`config.mk`:
```
export PLATFORM = sky130hd
export DESIGN_NAME = ripple_carry_adder_4bit
export DESIGN_NICKNAME = d
export VERILOG_FILES = /design/src/rtl/ripple_carry_adder_4bit_pkg.sv /design/src/rtl/ripple_carry_adder_4bit_full_adder.sv /design/src/rtl/ripple_carry_adder_4bit.sv
export SDC_FILE = /design/constraint.sdc
export NUM_CORES = 1
export LEC_CHECK = 0
export CAP_MARGIN = 20
export CORE_UTILIZATION = 25
export CTS_CLUSTER_DIAMETER = 30
export DETAILED_ROUTE_END_ITERATION = 10
export PLACE_DENSITY = 0.61
export SLEW_MARGIN = 30
export SYNTH_ARGS = -nofsm -noshare
export SYNTH_HDL_FRONTEND = slang
export SYNTH_SLANG_ARGS = --single-unit
```
`constraint.sdc`:
```
create_clock -name clk -period 6.7 [get_ports clk]
set_clock_uncertainty 0.2 [all_clocks]
set_input_delay 1.005 -clock clk [delete_from_list [all_inputs] [get_ports clk]]
set_output_delay 1.005 -clock clk [all_outputs]
set_load 0.01 [all_outputs]
```
`src/rtl/ripple_carry_adder_4bit_pkg.sv`:
```
// Shared datapath constants for the registered ripple-carry adder.
package ripple_carry_adder_4bit_pkg;

    localparam int unsigned RCA_DEFAULT_WIDTH = 4;

endpackage : ripple_carry_adder_4bit_pkg

```
`src/rtl/ripple_carry_adder_4bit_full_adder.sv`:
```
// Single-bit full adder; one instance per ripple stage.
module full_adder (
    input  logic a,
    input  logic b,
    input  logic cin,
    output logic sum,
    output logic cout
);

    logic w_half;

    assign w_half = a ^ b;
    assign sum    = w_half ^ cin;
    assign cout   = (a & b) | (a & cin) | (b & cin);

endmodule : full_adder

```
`src/rtl/ripple_carry_adder_4bit.sv`:
```
// Registered WIDTH-bit ripple-carry adder exposing every stage's carry-out.
module ripple_carry_adder_4bit
    import ripple_carry_adder_4bit_pkg::*;
#(
    parameter int unsigned WIDTH = RCA_DEFAULT_WIDTH
) (
    input  logic             clk,
    input  logic             rst_n,
    input  logic             in_valid,
    input  logic [WIDTH-1:0] ain,
    input  logic [WIDTH-1:0] bin,
    input  logic             ci,
    output logic [WIDTH-1:0] s,
    output logic [WIDTH-1:0] co,
    output logic             out_valid
);

    // w_carry[i] is the carry into stage i; w_carry[WIDTH] is the final carry-out.
    logic [WIDTH:0]   w_carry;
    logic [WIDTH-1:0] w_sum;

    logic [WIDTH-1:0] r_s;
    logic [WIDTH-1:0] r_co;
    logic             r_valid;

    assign w_carry[0] = ci;

    for (genvar gi = 0; gi < WIDTH; gi++) begin : g_stage
        full_adder u_fa (
            .a    (ain[gi]),
            .b    (bin[gi]),
            .cin  (w_carry[gi]),
            .sum  (w_sum[gi]),
            .cout (w_carry[gi+1])
        );
    end

    always_ff @(posedge clk) begin
        if (!rst_n) begin
            r_s     <= '0;
            r_co    <= '0;
            r_valid <= 1'b0;
        end else begin
            r_valid <= in_valid;
            if (in_valid) begin
                r_s  <= w_sum;
                r_co <= w_carry[WIDTH:1];
            end
        end
    end

    assign s         = r_s;
    assign co        = r_co;
    assign out_valid = r_valid;

endmodule : ripple_carry_adder_4bit

```
# Word-level counts from Yosys, hierarchy flattened
# Cells that the tools add are included.
# W data, S select, Z words.
[totals]
register_bits = 9
input_bits = 12
out_inout_bits = 9
word_cells = 31
[classes]
bitwise = 28
[op_table]
columns = ["cell", "n"]
rows = [
  ["$and A1 B1 Y1", 12],
  ["$or A1 B1 Y1", 8],
  ["$xor A1 B1 Y1", 8],
]

# Logic depth before layout (Yosys ltp)
# Gate-level depths: netlist (run 1).
[depth]
ltp_word = 12
ltp_mapped = 9

# By module
# From an unflattened synthesis (run 1), not the netlist that was laid out.
[hier_totals]
cells_unflattened = 31
area_unflattened_um2 = 409.1
[modules_own_cells]
columns = ["mod", "instances", "cells_per_inst", "area_per_inst_um2", "seq_area_each_um2"]
rows = [
  ["ripple_carry_adder_4bit", 1, 27, 329.1, 180.2],
  ["full_adder", 4, 1, 20.0, 0.0],
]

# Least setup slack after synthesis (run 1)
# Ideal clock, no wire load.
[synth_path]
kind = "input to register"
startpoint = "input port ain[0]"
endpoint = "register r_s[3] (netlist: s[3])"
arrival_time_ns = 2.709
path_slack_ns = 3.733
path_stages = 9
path_buffers = 0
path_cell_list = "inv_1 fa_1 inv_1 fa_1 fa_1 inv_1 fa_1 nand2_1 o211a_1"
[synth_between]
elab_chain_cells = 10
[synth_rtl]
columns = ["element", "line_no", "text"]
rows = [
  ["start: declaration", "ripple_carry_adder_4bit.sv:10", "input logic [WIDTH-1:0] ain,"],
  ["$and A1 B1 Y1", "ripple_carry_adder_4bit_full_adder.sv:14", "assign cout = (a & b) | (a & cin) | (b & cin);"],
  ["$or A1 B1 Y1 (*) (2 in series)", "ripple_carry_adder_4bit_full_adder.sv:14", ""],
  ["named net g_stage[0].u_fa.cout", "ripple_carry_adder_4bit_full_adder.sv:7", "output logic cout"],
  ["$and A1 B1 Y1", "ripple_carry_adder_4bit_full_adder.sv:14", ""],
  ["$or A1 B1 Y1", "ripple_carry_adder_4bit_full_adder.sv:14", ""],
  ["$or A1 B1 Y1 (*)", "ripple_carry_adder_4bit_full_adder.sv:14", ""],
  ["named net g_stage[1].u_fa.cout", "ripple_carry_adder_4bit_full_adder.sv:7", ""],
  ["$and A1 B1 Y1", "ripple_carry_adder_4bit_full_adder.sv:14", ""],
  ["$or A1 B1 Y1", "ripple_carry_adder_4bit_full_adder.sv:14", ""],
  ["$or A1 B1 Y1 (*)", "ripple_carry_adder_4bit_full_adder.sv:14", ""],
  ["named net g_stage[2].u_fa.cout", "ripple_carry_adder_4bit_full_adder.sv:7", ""],
  ["$xor A1 B1 Y1 (*)", "ripple_carry_adder_4bit_full_adder.sv:13", "assign sum = w_half ^ cin;"],
  ["end signal: assignment", "ripple_carry_adder_4bit.sv:46", "r_s <= w_sum;"],
  ["end: declaration", "ripple_carry_adder_4bit.sv:22", "logic [WIDTH-1:0] r_s;"],
]
# The timed path passes the listed nets; every way through them passes the cells marked *.
# A chain may end at the register's enable or synchronous reset.

# Final worst setup path (run 1)
[layout_path]
startpoint = "input port bin[0]"
endpoint = "register r_s[3] (netlist: s[3])"
[layout_between]
elab_chain_cells = 10
[layout_rtl]
columns = ["element", "line_no", "text"]
rows = [
  ["start: declaration", "ripple_carry_adder_4bit.sv:11", "input logic [WIDTH-1:0] bin,"],
  ["$and A1 B1 Y1", "ripple_carry_adder_4bit_full_adder.sv:14", ""],
  ["$or A1 B1 Y1", "ripple_carry_adder_4bit_full_adder.sv:14", ""],
  ["$or A1 B1 Y1 (*)", "ripple_carry_adder_4bit_full_adder.sv:14", ""],
  ["named net g_stage[0].u_fa.cout", "ripple_carry_adder_4bit_full_adder.sv:7", ""],
  ["$and A1 B1 Y1", "ripple_carry_adder_4bit_full_adder.sv:14", ""],
  ["$or A1 B1 Y1", "ripple_carry_adder_4bit_full_adder.sv:14", ""],
  ["$or A1 B1 Y1 (*)", "ripple_carry_adder_4bit_full_adder.sv:14", ""],
  ["named net g_stage[1].u_fa.cout", "ripple_carry_adder_4bit_full_adder.sv:7", ""],
  ["$and A1 B1 Y1", "ripple_carry_adder_4bit_full_adder.sv:14", ""],
  ["$or A1 B1 Y1", "ripple_carry_adder_4bit_full_adder.sv:14", ""],
  ["$or A1 B1 Y1 (*)", "ripple_carry_adder_4bit_full_adder.sv:14", ""],
  ["named net g_stage[2].u_fa.cout", "ripple_carry_adder_4bit_full_adder.sv:7", ""],
  ["$xor A1 B1 Y1 (*)", "ripple_carry_adder_4bit_full_adder.sv:13", ""],
]
# Marks and branches as above.

==> results of run 1 <==
state kept, by name (all words and copies together), names as in the netlist:
name       flops
out_valid      1
co             4
s              4
cell type report:
class                           count  area, um2  share of cell area [%]
Clock buffer                        4       26.3                    3.98
Timing Repair Buffer               20        200                    30.3
Multi-Input combinational cell     21        208                    31.4
Inverter                            7       26.3                    3.98
Tap cell                           16       20.0                    3.03
Sequential cell                     9        180                    27.3
critical path: stages:
cell and delay (ns):
clkdlybuf4s50_1 0.40, inv_1 0.08, fa_1 0.19, inv_1 0.06
fa_1 0.41, fa_1 0.40, inv_1 0.08, fa_1 0.40
nand2_1 0.08, o211a_1 0.14
power groups by stage:
| stage | clock [mW] | sequential (mW) | combinational (mW) |
|---|---|---|---|
| after floorplan | 0 | 0.0635 | 0.0125 |
| after global placement | 0 | 0.0614 | 0.0323 |
| after detailed placement | 0 | 0.0613 | 0.0328 |
| after CTS | 0.0437 | 0.0601 | 0.0331 |
| after global routing | 0.0467 | 0.0607 | 0.0370 |
| final | 0.0412 | 0.0600 | 0.0325 |
layout by cell type (no fill, tap or decap), drive strengths merged:
cell           count
nor2b              4
nand2              4
inv                7
fa                 4
and2               1
clkdlybuf4s50     20
mux2i              4
clkbuf             4
o211a              4
dfxtp              9
cells by family (layout without fill, tap and decap cells):
logic type / Yosys count / count (layout) / share of synthesized area (%)
mux: 4 / 4 / 9.41
simple gates: 9 / 9 / 11.2
fa+ha+maj: 4 / 4 / 18.8
compound gates: 4 / 4 / 9.41
buf+inv: 8 / 31 / 8.82
flops: 9 / 9 / 42.4
per-stage QoR:
step	hold slack, ns	setup WS, ns
CTS	0.285	3.44
global placement	0.264	3.21
global route	0.292	3.32
detailed placement	0.267	3.18
floorplan	0.319	3.73
finish	0.282	3.45
path summary, 6_finish.rpt:
path	depth (start not counted)	endpoint	slack (ns)
worst min-delay path	1	s[0]	0.28
worst max-delay path	10	s[3]	3.45
worst min register to register	1	s[0]	0.28
worst max register to register	1	co[0]	5.89
per-layer routing:
layer,up-vias,GRT usage (%)
li1,164,-
met1,148,12.9
met2,11,16.4
met3,0,3.40
met4,0,3.64
met5,-,0
==> qor.yml, run 1 <==
global_route:
  grt_pass1_wl_um: 1460
  grt_pass1_vias: 346
  grt_max_degree: 14
  antenna_found_initial: 0
  grt_usage_pct: 10.3
  globalRoute.totalOverflow: 0
timing:
  finalSetupViolations: 0
  period_share_pct: 48.6
  finalHoldViolCount: 0
  slew-limit-headroom_pct: 65.0
  rsz0062_at_grt: "no"
  finalCriticalPeriod_ns: 3.25
  fin_setup_tns_ns: 0
  max_freq_ghz: 0.307
  worst_slew_pin_slew_ns: 0.524
  slew_viol_final: 0
synth:
  syn_avg_cell_area_um2: 11.2
  synth.top_cell.area_share_pct: 42.4
  synthCells: 38
  synth_area_leaders: "dfxtp_1 42%, fa_1 19%, mux2i_1 9.4%"
  yosysUniqueCellTypes: 9
  yosysTopAreaCell: "dfxtp_1"
  synth_most_common_cell: "dfxtp_1"
  yosysWarnings: 0
  synth_edf_count: 0
  ys_ff_latch: 9
  synthTopCellsByCount: "9 x dfxtp_1, 7 x inv_1"
  synth-async-reset-ratio_pct: 0
  ys.flop_type: "dfxtp_1"
  synth_seq_area_share_pct: 42.4
  syn_nets: 54
  synth_area_um2: 425
drt:
  ant_nets: 0
  highest_layer: "met3"
  drtPass1Iterations: 2
  avgViaCountPerCell: 4.19
  wl_met2_um: 368
  drt-total-wl_um: 785
  drt_iter0_markers: 1
  route.met3.wl_um: 47
  wl_met1_um: 368
  via_count: 323
  drc: 0
  routedWlPerCell_um: 10.2
die:
  pin_count: 21
  initial_utilization_pct: 27.6
  dieArea_um2: 1870
  die_w_um: 43.3
  die_h_um: 43.3
  core-area_um2: 1540
  rows: 14
cts:
  cts_max_level: 1
  cts_hold_buf: 0
  clkTransAtPathRegs_ns: 0.06
  cts_tree: "built"
  cts_buffer_depth: 2
  cts_buffers: 3
  postCtsSetupBuffers: 0
  ctsRootBufferMaster: "clkbuf_4"
  cts_resized: 0
  numClockSinks: 9
  clk_latency_ns: 0.26
power_and_ir_drop:
  sequentialPowerShare_pct: 44.9
  p_clk_share_pct: 30.8
  p_leak_nw: 0.315
  ir_drop_mv: 0.100
  p_sw_mw: 0.0327
  power_frac_comb_pct: 24.3
  swShare_pct: 24.5
  power_mw: 0.134
  power_density_nw_per_um2: 202
  p_int_mw: 0.101
worst_hold_path:
  holdCritStartpoint: "s[0]"
  min_path_type: "reg -> reg"
run:
  cap_violations: 0
layout:
  area_growth_pct: 55.3
  fin_util_pct: 42.9
  fin_cells: 77
  fin_nets: 78
  design_area_um2: 661
  diodes: 0
  layout-drive-gt1-share_pct: 6.56
  nFillCells: 161
setup_path:
  end_kind: "flip-flop"
  crit_fanout: 2
  startpoint: "bin[0]"
  r2r-start: "co[0]"
  arrival_ns: 3.26
  critical_path_class: "in -> reg"
  required_ns: 6.70
  startpoint_type: "primary input"
placement:
  place_congestion: 0.609
  dpl_cell_area_um2: 634
  hpwlAfterDp_um: 594
  dp_cells: 73
  numPortBuffers: 20
status:
  outcome: "finished clean"
No activity file was read; power rests on OpenSTA's default activity.
==> run 2, diff against run 1 <==
--- a/config.mk
+++ b/config.mk
@@ -9,7 +9,7 @@
 export CORE_UTILIZATION = 25
 export CTS_CLUSTER_DIAMETER = 30
 export DETAILED_ROUTE_END_ITERATION = 10
-export PLACE_DENSITY = 0.61
+export PLACE_DENSITY = 0.63
 export SLEW_MARGIN = 30
 export SYNTH_ARGS = -nofsm -noshare
 export SYNTH_HDL_FRONTEND = slang
==> constraint.sdc (replaced) <==
create_clock -name clk -period 2.69 [get_ports clk]
set_clock_uncertainty 0.2 [all_clocks]
set_input_delay 0.4035 -clock clk [delete_from_list [all_inputs] [get_ports clk]]
set_output_delay 0.4035 -clock clk [all_outputs]
set_load 0.01 [all_outputs]
==> qor.yml, run 2 (synthesized netlist as in run 1, its figures left out) <==
layout:
  layout-drive-gt1-share_pct: 11.5  # was 6.56%
  design_area_um2: 668  # was 661 um2
  diodes: 0  # unchanged
  multi_input_area_um2: 215  # was 208 um2
  area_growth_pct: 57.1  # was 55.3%
  final_cell_mix: "20 x clkdlybuf4s50_1, 9 x dfxtp_1, 7 x inv_1"  # unchanged
  seq_area_um2: 180  # unchanged
  fin_nets: 78  # unchanged
  final_common_cell: "clkdlybuf4s50_1"  # unchanged
  fin_cells: 77  # unchanged
  nFillCells: 165  # was 161
setup_path:
  critical_path_class: "in -> reg"  # unchanged
  worst-path-buf-inv: 4  # unchanged
  crit_fanout: 2  # unchanged
  worst_path_max_delay_cell: "clkdlybuf4s50_1"  # was fa_1
  startpoint_type: "primary input"  # unchanged
  required_ns: 2.69  # was 6.70 ns
  arrival_ns: 2.53  # was 3.26 ns
  cp_cell_sequence: "clkdlybuf4s50_1, inv_1, fa_2, inv_1, fa_2, fa_2, inv_1, fa_1, nand2_1, o211a_1"  # was clkdlybuf4s50_1, inv_1, fa_1, inv_1, fa_1, fa_1, inv_1, fa_1, nand2_1, o211a_1
  slowest_delay_ns: 0.40  # was 0.41 ns
  end_kind: "flip-flop"  # unchanged
  critPathTopFamily: "adder cells"  # unchanged
  reg2reg_slack_ns: 1.87  # was 5.89 ns
timing:
  period_share_pct: 94.1
  fin_setup_tns_ns: 0  # unchanged
  max_freq_ghz: 0.395
  slew-limit-headroom_pct: 63.2  # was 65.0%
  setup_ws_ns: 0.160  # was 3.45 ns
  finalCriticalPeriod_ns: 2.53
  hold_slack_ns: 0.276  # was 0.282 ns
  worst_slew_pin_slew_ns: 0.551  # was 0.524 ns
  finalHoldViolCount: 0  # unchanged
  rsz0062_at_grt: "no"  # unchanged
  slew_viol_final: 0  # unchanged
  finalSetupViolations: 0  # unchanged
die:
  pin_count: 21  # unchanged
  initial_utilization_pct: 27.6  # unchanged
  die_h_um: 43.3  # unchanged
  die_w_um: 43.3  # unchanged
  rows: 14  # unchanged
  dieArea_um2: 1870  # unchanged
  core-area_um2: 1540  # unchanged
global_route:
  grt_usage_pct: 9.97  # was 10.3%
  grt_pass1_vias: 331  # was 346
  grt_max_degree: 14  # unchanged
  globalRoute.totalOverflow: 0  # unchanged
  grt_pass1_wl_um: 1350  # was 1460 um
  antenna_found_initial: 0  # unchanged
worst_hold_path:
  min_path_type: "reg -> reg"  # unchanged
cts:
  cts_buffers: 3  # unchanged
  cts_max_level: 1  # unchanged
  cts_tree: "built"  # unchanged
  ctsRootBufferMaster: "clkbuf_4"  # unchanged
  numClockSinks: 9  # unchanged
  cts_buffer_depth: 2  # unchanged
  clk_latency_ns: 0.25  # was 0.26 ns
  clkTransAtPathRegs_ns: 0.06  # about the same
power_and_ir_drop:
  sequentialPowerShare_pct: 45.2  # was 44.9%
  power_density_nw_per_um2: 497  # was 202 nW/um2
  p_int_mw: 0.252  # was 0.101 mW
  p_clk_share_pct: 30.1  # was 30.8%
  swShare_pct: 24.1  # was 24.5%
  ir_drop_mv: 0.307  # was 0.100 mV
  p_leak_nw: 0.312  # was 0.315 nW
  p_sw_mw: 0.0800  # was 0.0327 mW
  power_frac_comb_pct: 24.7  # was 24.3%
run:
  cap_violations: 0  # unchanged
placement:
  dp_cells: 73  # unchanged
  place_congestion: 0.648  # was 0.609
  numPortBuffers: 20  # unchanged
  hpwlAfterDp_um: 618  # was 594 um
  dpl_cell_area_um2: 634  # unchanged
  dp_slack_ns: -0.211  # was 3.18 ns
drt:
  drc: 0  # unchanged
  avgViaCountPerCell: 4.35  # was 4.19
  drt-total-wl_um: 803  # was 785 um
  drtPass1Iterations: 3  # was 2
  routedWlPerCell_um: 10.4  # was 10.2 um
  via_count: 335  # was 323
  ant_nets: 0  # unchanged
  drt_iter0_markers: 1  # unchanged
status:
  outcome: "finished clean"  # unchanged
==> run 2: final timing paths <==
kind,start,end,depth (start not counted)
hold / removal,s[0],s[0],1
setup / recovery,ain[0],s[3],10
hold reg to reg,s[0],s[0],1
setup reg to reg,co[3],co[3],1
==> run 2: layout make-up <==
type / instances / share of cell area [%]
tap: 16 / 3.00
multi-input combinational: 21 / 32.2
clock buffer: 4 / 3.93
timing repair buffer: 20 / 30.0
sequential: 9 / 27.0
inverter: 7 / 3.93
==> run 2: power groups by stage <==
stage | logic (mW) | clock network (mW) | registers, mW
after floorplan | 0.0310 | 0 | 0.158
after global placement | 0.0806 | 0 | 0.153
after detailed placement | 0.0820 | 0 | 0.153
after CTS | 0.0819 | 0.104 | 0.150
after global routing | 0.0918 | 0.113 | 0.151
final | 0.0818 | 0.100 | 0.150
==> run 2: layer usage <==
layer	global-route usage (%)	up-vias	routed length, um
met2	15.2	12	408
met4	3.64	0	0
met3	5.53	0	69
li1	-	164	-
met1	11.6	159	326
met5	0	-	0
==> run 2: stage by stage <==
stage | power [mW] | utilization (%)
after floorplan | 0.189 | -
after global placement | 0.233 | 41.2
after detailed placement | 0.235 | 41.2
after CTS | 0.336 | 42.9
after global routing | 0.356 | 43.3
final | 0.332 | 43.3
==> run 2: repair_timing <==
action / in CTS / in global routing
resized for setup: 0 / 3
hold buffers: 0 / 0
endpoints found under the setup margin: 0 / 1
buffers inserted: 0 / 0
==> edit, RTL diff (flow settings as in run 2) <==
Remove the register `r_valid`: a continuous assignment takes its place, so the output `out_valid` follows one clock earlier.
--- a/src/rtl/ripple_carry_adder_4bit.sv
+++ b/src/rtl/ripple_carry_adder_4bit.sv
@@ -41,5 +41,3 @@
             r_co    <= '0;
-            r_valid <= 1'b0;
         end else begin
-            r_valid <= in_valid;
             if (in_valid) begin
@@ -51,2 +49,4 @@
 
+    assign r_valid = in_valid;
+
     assign s         = r_s;
Formal check against the unedited RTL: not equivalent (a bounded check fails within 4 cycles, from zero or initial values and one cycle with rst_n low).
==> edit against run 2 <==
  * Sequential power decreased by 11%
  * Via count is 3.9% lower
  * Sequential share of layout area decreased by 1.9 points
  * Routed wire length down 0.87%
  * Final area fell by 4.3%
  * Total power decreased by 7.0%
  * Sequential cell count decreased by 1
  * Maximum frequency is 2.1% lower
  * Area after synthesis shrank 4.7%
  * Setup slack worse by 0.055 ns
  * Critical endpoint unchanged
==> edit: results (changes against run 2) <==
<table>
<tr><th>Metric</th><th>Value</th></tr>
<tr><th colspan="2">Run status</th></tr>
<tr><td>Status</td><td>complete, no violations</td></tr>
<tr><th colspan="2">Placement</th></tr>
<tr><td>Routability cong.</td><td>0.615 (-5.1%)</td></tr>
<tr><td>Worst setup slack after placement</td><td>-0.208 ns (+0.00339 ns)</td></tr>
<tr><td>Cell Area, Placed</td><td>614 sq um (-3.2%)</td></tr>
<tr><td>Half-perimeter wire length after detailed placement</td><td>624 um (+1.0%)</td></tr>
<tr><th colspan="2">GRT</th></tr>
<tr><td>Total global-route track usage</td><td>0.113 (+0.0135)</td></tr>
<tr><td>Wire length of the first global-routing pass</td><td>1.43 mm (+5.6%)</td></tr>
<tr><td>Maximum number of pins on one net before global-route repair</td><td>13 (-1)</td></tr>
<tr><th colspan="2">Route</th></tr>
<tr><td>Routed WL per cell</td><td>10.6 um (+1.8%)</td></tr>
<tr><td>Wire length on met2</td><td>363 um (-11%)</td></tr>
<tr><td>Initial DRC count</td><td>4 (+3)</td></tr>
<tr><td>Routed length on met3</td><td>83 um (+20%)</td></tr>
<tr><td>Uppermost layer routed</td><td>met4</td></tr>
<tr><td>Wl on met1</td><td>334 um (+2.5%)</td></tr>
<tr><th colspan="2">Worst setup path</th></tr>
<tr><td>CP max stage cell</td><td>fa_1</td></tr>
<tr><td>Worst R2R Start</td><td>s[3]</td></tr>
<tr><td>Critical R2R Capture</td><td>s[3]</td></tr>
<tr><th colspan="2">Timing</th></tr>
<tr><td>Worst Hold Slack</td><td>0.279 ns (+0.00327 ns)</td></tr>
<tr><td>Transition time of the tightest slew-check pin</td><td>0.263 ns (-0.288 ns)</td></tr>
<tr><th colspan="2">Power</th></tr>
<tr><td>Peak VDD IR</td><td>239 uV (-22%)</td></tr>
<tr><td>Leakage</td><td>0.000306 uW (-2.0%)</td></tr>
<tr><th colspan="2">Layout</th></tr>
<tr><td>Layout cells sized above 1</td><td>0.0847 (-0.0300)</td></tr>
<tr><td>Filler Cell Count</td><td>148 (-10%)</td></tr>
<tr><td>Final-stage net count</td><td>77 (-1.3%)</td></tr>
<tr><th colspan="2">Synthesis</th></tr>
<tr><td>Syn_nets</td><td>53 (-1.9%)</td></tr>
<tr><td>Cell types occupying the most area after synthesis</td><td>dfxtp_1, fa_1, mux2i_1</td></tr>
<tr><td>Fraction of the yosys area taken by sequential cells</td><td>0.395 (-0.0285)</td></tr>
<tr><td>Most instantiated cells after synthesis</td><td>dfxtp_1, inv_1</td></tr>
<tr><th colspan="2">Min path</th></tr>
<tr><td>End of the worst hold path</td><td>co[3]</td></tr>
<tr><td>Hold path start</td><td>co[3]</td></tr>
</table>
==> edit: changes by cell type after synthesis <==
cell / run 2 / this run
dfxtp_1: 9 / 8
buf_4: 0 / 1
and2_2: 1 / 0
==> edit: where the power goes <==
group / switching (uW) / leakage (uW) / internal [uW] / total (uW)
clock: 41.7 / 0.0000138 / 51.1 / 92.9
sequential: 4.89 / 0.0000663 / 129 / 134
combinational: 31.2 / 0.000226 / 50.5 / 81.7
==> edit: cell type report <==
class / count / area, sq um / area share
Clock buffer: 3 / 22.5 / 0.0352
Inverter: 7 / 26.3 / 0.0411
Multi-Input combinational cell: 20 / 203 / 0.317
Sequential cell: 8 / 160 / 0.250
Tap cell: 16 / 20.0 / 0.0313
Timing Repair Buffer: 21 / 208 / 0.325
==> edit: worst max path at each step <==
stage | slack (ns) | endpoint | startpoint
after floorplan | 0.32 | s[3] | ain[0]
after global placement | -0.17 | s[3] | ain[0]
after detailed placement | -0.21 | s[3] | bin[0]
after CTS | 0.05 | s[3] | bin[0]
after global routing | 0.007 | s[3] | ain[0]
final | 0.11 | s[3] | ain[0]
==> edit: through the flow <==
step                cells  setup TNS (ns)
floorplan              37               0
global placement       72          -0.167
detailed placement     72          -0.224
CTS                    75               0
global route           75               0
finish                 75               0
==> edit: cell families after synthesis <==
group | share of synthesized area
compound gates | 0.0988
fa+ha+maj | 0.198
buf+inv | 0.111
flops | 0.395
mux | 0.0988
simple gates | 0.0987
==> edit: metal layers <==
layer,up-vias,track usage
met5,-,0
met4,0,0.0563
met3,2,0.0862
met2,16,0.145
met1,145,0.136
li1,159,-
